**src/rtl/trace_pkg.sv**
```systemverilog
// Shared constants for the trace command receiver: framing bytes, command codes,
// FSM state encoding and the per-command payload length.
package trace_pkg;

  localparam logic [7:0] SYNC = 8'hA5;
  localparam logic [7:0] ACK  = 8'h06;
  localparam logic [7:0] NAK  = 8'h15;

  localparam logic [7:0] CMD_SET_DELAY = 8'h01;
  localparam logic [7:0] CMD_SET_KEY   = 8'h02;
  localparam logic [7:0] CMD_SET_PT    = 8'h03;
  localparam logic [7:0] CMD_RUN       = 8'h04;

  localparam logic [2:0] ST_IDLE    = 3'd0;
  localparam logic [2:0] ST_CMD     = 3'd1;
  localparam logic [2:0] ST_PAYLOAD = 3'd2;
  localparam logic [2:0] ST_CHK     = 3'd3;
  localparam logic [2:0] ST_RESP    = 3'd4;

  function automatic logic cmd_known(input logic [7:0] cmd);
    return (cmd == CMD_SET_DELAY) || (cmd == CMD_SET_KEY) ||
           (cmd == CMD_SET_PT) || (cmd == CMD_RUN);
  endfunction

  // Unknown codes report 0; callers gate on cmd_known first.
  function automatic logic [15:0] payload_len(input logic [7:0]  cmd,
                                              input logic [15:0] key_bytes,
                                              input logic [15:0] pt_bytes);
    case (cmd)
      CMD_SET_DELAY: return 16'd1;
      CMD_SET_KEY:   return key_bytes;
      CMD_SET_PT:    return pt_bytes;
      default:       return 16'd0;
    endcase
  endfunction

endpackage

```
**src/rtl/rx_timeout.sv**
```systemverilog
// Inter-byte idle counter: cleared by load_i, advances while en_i, and flags
// expiry combinationally once LIMIT-1 idle cycles have been counted.
module rx_timeout #(
  parameter int unsigned LIMIT = 100000
) (
  input  logic clk,
  input  logic rst,
  input  logic load_i,
  input  logic en_i,
  output logic expired_o
);

  localparam int unsigned CW = (LIMIT > 2) ? $clog2(LIMIT) : 1;

  logic [CW-1:0] cnt_q;
  logic [CW-1:0] cnt_d;

  assign expired_o = en_i && (cnt_q == CW'(LIMIT - 1));

  always_comb begin
    cnt_d = cnt_q;
    if (load_i) begin
      cnt_d = '0;
    end else if (en_i && !expired_o) begin
      cnt_d = cnt_q + CW'(1);
    end
  end

  always_ff @(posedge clk) begin
    if (rst) begin
      cnt_q <= '0;
    end else begin
      cnt_q <= cnt_d;
    end
  end

endmodule

```
**src/rtl/trace_cmd_rx.sv**
```systemverilog
// UART command framer for the trace capture rig: parses SYNC/CMD/payload/CHK
// frames, commits key/plaintext/delay on a good checksum and answers ACK/NAK.
module trace_cmd_rx
  import trace_pkg::*;
#(
  parameter int unsigned KEY_SIZE       = 80,
  parameter int unsigned BLOCK_SIZE     = 64,
  parameter int unsigned TIMEOUT_CYCLES = 100000
) (
  input  logic                  clk,
  input  logic                  rst,
  input  logic                  rx_dv,
  input  logic [7:0]            rx_byte,
  input  logic                  busy,
  output logic [KEY_SIZE-1:0]   key_o,
  output logic [BLOCK_SIZE-1:0] pt_o,
  output logic [7:0]            delay_o,
  output logic                  start_o,
  output logic                  ack_valid,
  output logic [7:0]            ack_byte,
  input  logic                  ack_ready,
  output logic [2:0]            err_o,
  output logic [2:0]            state_o
);

  localparam int unsigned SH_W      = (KEY_SIZE > BLOCK_SIZE) ? KEY_SIZE : BLOCK_SIZE;
  localparam logic [15:0] KEY_BYTES = 16'(KEY_SIZE / 8);
  localparam logic [15:0] PT_BYTES  = 16'(BLOCK_SIZE / 8);

  logic [2:0]            state_q, state_d;
  logic [7:0]            cmd_q, cmd_d;
  logic [7:0]            chk_q, chk_d;
  logic [15:0]           rem_q, rem_d;
  logic [SH_W-1:0]       shadow_q, shadow_d;
  logic [KEY_SIZE-1:0]   key_q, key_d;
  logic [BLOCK_SIZE-1:0] pt_q, pt_d;
  logic [7:0]            delay_q, delay_d;
  logic                  start_q, start_d;
  logic [7:0]            ack_byte_q, ack_byte_d;
  logic [2:0]            err_q, err_d;

  logic        in_frame;
  logic        expired;
  logic        timeout_hit;
  logic [15:0] len_w;

  // ack_valid/ready: the response byte is offered while in RESP and retires on
  // the first edge where ack_ready is high; ack_byte never changes while offered.
  assign in_frame    = (state_q == ST_CMD) || (state_q == ST_PAYLOAD) || (state_q == ST_CHK);
  assign timeout_hit = expired && !rx_dv;
  assign len_w       = payload_len(rx_byte, KEY_BYTES, PT_BYTES);

  rx_timeout #(.LIMIT(TIMEOUT_CYCLES)) u_rx_timeout (
    .clk      (clk),
    .rst      (rst),
    .load_i   (rx_dv || !in_frame),
    .en_i     (in_frame),
    .expired_o(expired)
  );

  always_comb begin
    state_d    = state_q;
    cmd_d      = cmd_q;
    chk_d      = chk_q;
    rem_d      = rem_q;
    shadow_d   = shadow_q;
    key_d      = key_q;
    pt_d       = pt_q;
    delay_d    = delay_q;
    start_d    = 1'b0;
    ack_byte_d = ack_byte_q;
    err_d      = err_q;
    case (state_q)
      ST_IDLE: begin
        if (rx_dv && (rx_byte == SYNC)) begin
          state_d  = ST_CMD;
          shadow_d = '0;
          chk_d    = '0;
        end
      end
      ST_CMD: begin
        if (rx_dv) begin
          if (cmd_known(rx_byte)) begin
            cmd_d   = rx_byte;
            chk_d   = rx_byte;
            rem_d   = len_w;
            state_d = (len_w == 16'd0) ? ST_CHK : ST_PAYLOAD;
          end else begin
            err_d[1]   = 1'b1;
            ack_byte_d = NAK;
            state_d    = ST_RESP;
          end
        end
      end
      ST_PAYLOAD: begin
        if (rx_dv) begin
          shadow_d = {shadow_q[SH_W-9:0], rx_byte};
          chk_d    = chk_q ^ rx_byte;
          rem_d    = rem_q - 16'd1;
          if (rem_q == 16'd1) state_d = ST_CHK;
        end
      end
      ST_CHK: begin
        if (rx_dv) begin
          state_d = ST_RESP;
          if (rx_byte == chk_q) begin
            ack_byte_d = ACK;
            case (cmd_q)
              CMD_SET_DELAY: delay_d = shadow_q[7:0];
              CMD_SET_KEY:   key_d   = shadow_q[KEY_SIZE-1:0];
              CMD_SET_PT:    pt_d    = shadow_q[BLOCK_SIZE-1:0];
              CMD_RUN: begin
                if (busy) ack_byte_d = NAK;
                else      start_d    = 1'b1;
              end
              default: ack_byte_d = NAK;
            endcase
          end else begin
            err_d[0]   = 1'b1;
            ack_byte_d = NAK;
          end
        end
      end
      ST_RESP: begin
        if (ack_ready) state_d = ST_IDLE;
      end
      default: state_d = ST_IDLE;
    endcase
    // A byte in the expiry cycle keeps the frame alive; otherwise drop it silently.
    if (timeout_hit) begin
      err_d[2] = 1'b1;
      state_d  = ST_IDLE;
      shadow_d = '0;
    end
  end

  always_ff @(posedge clk) begin
    if (rst) begin
      state_q    <= ST_IDLE;
      cmd_q      <= '0;
      chk_q      <= '0;
      rem_q      <= '0;
      shadow_q   <= '0;
      key_q      <= '0;
      pt_q       <= '0;
      delay_q    <= 8'h0F;
      start_q    <= 1'b0;
      ack_byte_q <= '0;
      err_q      <= '0;
    end else begin
      state_q    <= state_d;
      cmd_q      <= cmd_d;
      chk_q      <= chk_d;
      rem_q      <= rem_d;
      shadow_q   <= shadow_d;
      key_q      <= key_d;
      pt_q       <= pt_d;
      delay_q    <= delay_d;
      start_q    <= start_d;
      ack_byte_q <= ack_byte_d;
      err_q      <= err_d;
    end
  end

  assign key_o     = key_q;
  assign pt_o      = pt_q;
  assign delay_o   = delay_q;
  assign start_o   = start_q;
  assign ack_valid = (state_q == ST_RESP);
  assign ack_byte  = ack_byte_q;
  assign err_o     = err_q;
  assign state_o   = state_q;

endmodule

```
**config.mk**
```make
export PLATFORM = sky130hd
export DESIGN_NAME = trace_cmd_rx
export DESIGN_NICKNAME = d
export VERILOG_FILES = /design/src/rtl/trace_pkg.sv /design/src/rtl/rx_timeout.sv /design/src/rtl/trace_cmd_rx.sv
export SDC_FILE = /design/constraint.sdc
export NUM_CORES = 1
export LEC_CHECK = 0
export BUFFER_PORTS_ARGS = -buffer_cell sky130_fd_sc_hd__buf_2
export CORE_ASPECT_RATIO = 1.2
export CORE_MARGIN = 2
export CORE_UTILIZATION = 50
export CTS_CLUSTER_DIAMETER = 50
export DETAILED_ROUTE_END_ITERATION = 8
export GPL_ROUTABILITY_DRIVEN = 0
export PLACE_DENSITY = 0.81
export SYNTH_ARGS = -nofsm -noshare
export SYNTH_HDL_FRONTEND = slang
export SYNTH_SLANG_ARGS = --single-unit
```
**constraint.sdc**
```tcl
create_clock -name clk -period 7.25 [get_ports clk]
set_clock_uncertainty 0.2 [all_clocks]
set_input_delay 1.45 -clock clk [delete_from_list [all_inputs] [get_ports clk]]
set_output_delay 1.45 -clock clk [all_outputs]
set_load 0.005 [all_outputs]
```
==> results.toml <==
[outcome]
status = "finished clean"

[finish]
syn_to_final_growth_pct = 16.4
drive_gt1_share_pct = 21.1
fillerInstances = 1961
n_antenna_cell = 0
seqCellArea_mm2 = 0.00583
layout.nets = 1454
utilization_pct = 59.0
multi_input_area_mm2 = 0.00500

[clock_network]
cts_resized = 0
clockBufferDepth = 3
postCtsHoldBufs = 0
cts_tree = "built"
worstSkewPairLatency_ns = 0.53
clock_sinks = 291
htreeDepth = 1
cts_buffers = 29
ctsRootBufferMaster = "clkbuf_16"
path_clk_slew_ns = 0.07
post_cts_buffers = 0

[job]
drv_cap = 0

[yosys]
syn_area_per_cell_um2 = 8.57
synth_flop_cell = "dfxtp_1"
synth.largest_area_cell = "dfxtp_1"
ys_types = 64
synth_most_common_cell = "nand2_1"
synth_commonest_cells = "nand2_1, dfxtp_1, nor2_1"
synthCells = 1319
synth_warnings = 0
synth_top_area_share_pct = 51.6
synth_edf_count = 0
syn_area_mm2 = 0.0113
synth_top_cells_by_area = "dfxtp_1, nand2_1, a22oi_1"
synthArstFlopShare_pct = 0
synth-seq-cells = 291
seq_area_frac_synth_pct = 51.6

[critical_path]
critical_path_class = "in -> reg"
worst-path-max-fanout = 87
cp_top_family = "buffers and inverters"
r2r_end = "shadow_q[75]"
path_cells = "buf_6 -> inv_1 -> nand2_2 -> buf_4 -> nor2_1"
cpMaxStageDelayCell = "nand2_2"
cp.buffers_inverters = 3
worstRegToRegCells = 6
required_ns = 7.45
cp_slowest_stage_delay_ns = 0.80
path_depth = 5
r2r_slack_ns = 3.86
start_kind = "input port"
critical_path_arrival_ns = 4.02
reg2reg_from = "u_rx_timeout.cnt_q[8]"
end_kind = "flop"

[drt]
ant_nets = 0
first_iter_violations = 673
wl_per_cell_um = 16.9
route.detailed.drc = 0
viasPerCell = 5.69
num_vias = 9896
drt-total-wl_um = 29300
dr.pass1.iters = 6

[global_route]
grt.overflow.total = 0
grt_pass1_wl_um = 46600
grt_pass1_vias = 9195
grt_max_degree = 88
track_usage_pct = 23.7
antenna_found_initial = 0

[timing]
rsz0062_at_grt = "false"
fin_crit_sh_pct = 52.6
hold_ws_ns = 0.247
relSlewSlack_pct = 30.4
period_needed_ns = 3.82
hold_violations = 0
tightest_slew_ns = 1.04
tns_ns = 0
max_freq_mhz = 262
maxSlewViolCount = 0
setup_viol = 0

[floorplan]
fp.dieArea_mm2 = 0.0238
coreArea_mm2 = 0.0223
die_x_um = 141
start_util_pct = 50.7
pin_count = 181
num_rows = 60
die_h_um = 169

[placed_design]
port_buffers = 176
dp_hpwl_um = 18600

[power_and_ir_drop]
leakage_uw = 0.00494
p_per_area_mw_per_mm2 = 241
vdd_drop_max_mv = 0.207

[min_path]
whs_endpoint = "key_o[8]"
hp-start = "key_o[8]"
hold_depth = 2
hold_path.class = "reg -> reg"
[worst min-delay path: stages (launching register included)]
cell and delay, ns:
dfxtp_1 0.31, nand2_1 0.05, a21oi_1 0.05
[placed cells by master (no fill, tap or decap), types with 5 or more instances in the layout]
cell         n
buf_2      175
or4_1       15
xnor2_1     14
nand2_1    319
nor4_1       6
a21oi_2     60
nor3_1      11
and2_1       8
inv_1       10
nand2b_1     5
nand3_1     23
o31ai_1      9
a21oi_1    113
clkinv_2     5
nand3b_1     5
clkbuf_16   29
dfxtp_1    291
or3_1       10
nand4_1     10
o311ai_0     8
nor2_1     121
o21ai_0     26
a22oi_1     80
mux2i_1     10
clkbuf_8     6
buf_4        9
[area by class of cell]
type                    count  area share, %
well taps                 279           2.65
inverters                  10          0.285
flip-flops and latches    291           44.3
multi-input cells         921           38.1
clock inverters            13           1.18
repair buffers            185           7.26
clock buffers              39           6.26
[per-stage QoR]
step	std cells	instance area [um^2]	setup slack, ns	total power [uW]
6_report	1738	13100	3.43	3170
4_1_cts	1738	13100	3.43	3190
3_5_place_dp	1686	12200	2.90	1690
3_3_place_gp	1686	12200	2.96	1690
2_1_floorplan	1322	11300	3.81	1680
5_1_grt	1738	13100	3.21	3270
[worst max-delay path by stage]
| stage | from | endpoint | slack (ns) |
|---|---|---|---|
| 6_report | rst | shadow_q[75] | 3.43 |
| 4_1_cts | rst | shadow_q[56] | 3.43 |
| 3_5_place_dp | rst | shadow_q[56] | 2.90 |
| 3_3_place_gp | rst | shadow_q[74] | 2.96 |
| 5_1_grt | rst | shadow_q[50] | 3.21 |
| 2_1_floorplan | rx_byte[1] | rem_q[5] | 3.81 |
[state kept, by name, indices dropped and copies added (netlist names), 8 cells and up]
register and cells:
pt_o 64, shadow_q 80, chk_q 8, u_rx_timeout.cnt_q 17
rem_q 16, delay_o 8, cmd_q 8, key_o 80
[report_power, final]
part	internal [uW]	switching, uW
Combinational	8.72	44.1
Sequential	1600	0.0529
Clock	903	619
Total	2510	663
[logic make-up after synthesis]
logic type,Yosys count,synth area share (%)
other,1,0.0332
multiplexers,10,0.886
adder cells (fa/ha/maj),3,0.332
AND/OR/NAND/NOR,563,21.9
flip-flops,291,51.6
XOR/XNOR,16,1.24
buffers and inverters,110,4.55
AO/OA/AOI/OAI,325,19.5
[metal layers]
| layer | vias up | wire length, um | global-route usage [%] |
|---|---|---|---|
| met5 | - | 0 | 0 |
| met4 | 0 | 758 | 7.57 |
| met3 | 54 | 1900 | 3.06 |
| met2 | 362 | 14300 | 41.2 |
| met1 | 4712 | 12400 | 30.6 |
| li1 | 4768 | - | - |
Note: power is estimated with default switching activity, not from simulation.
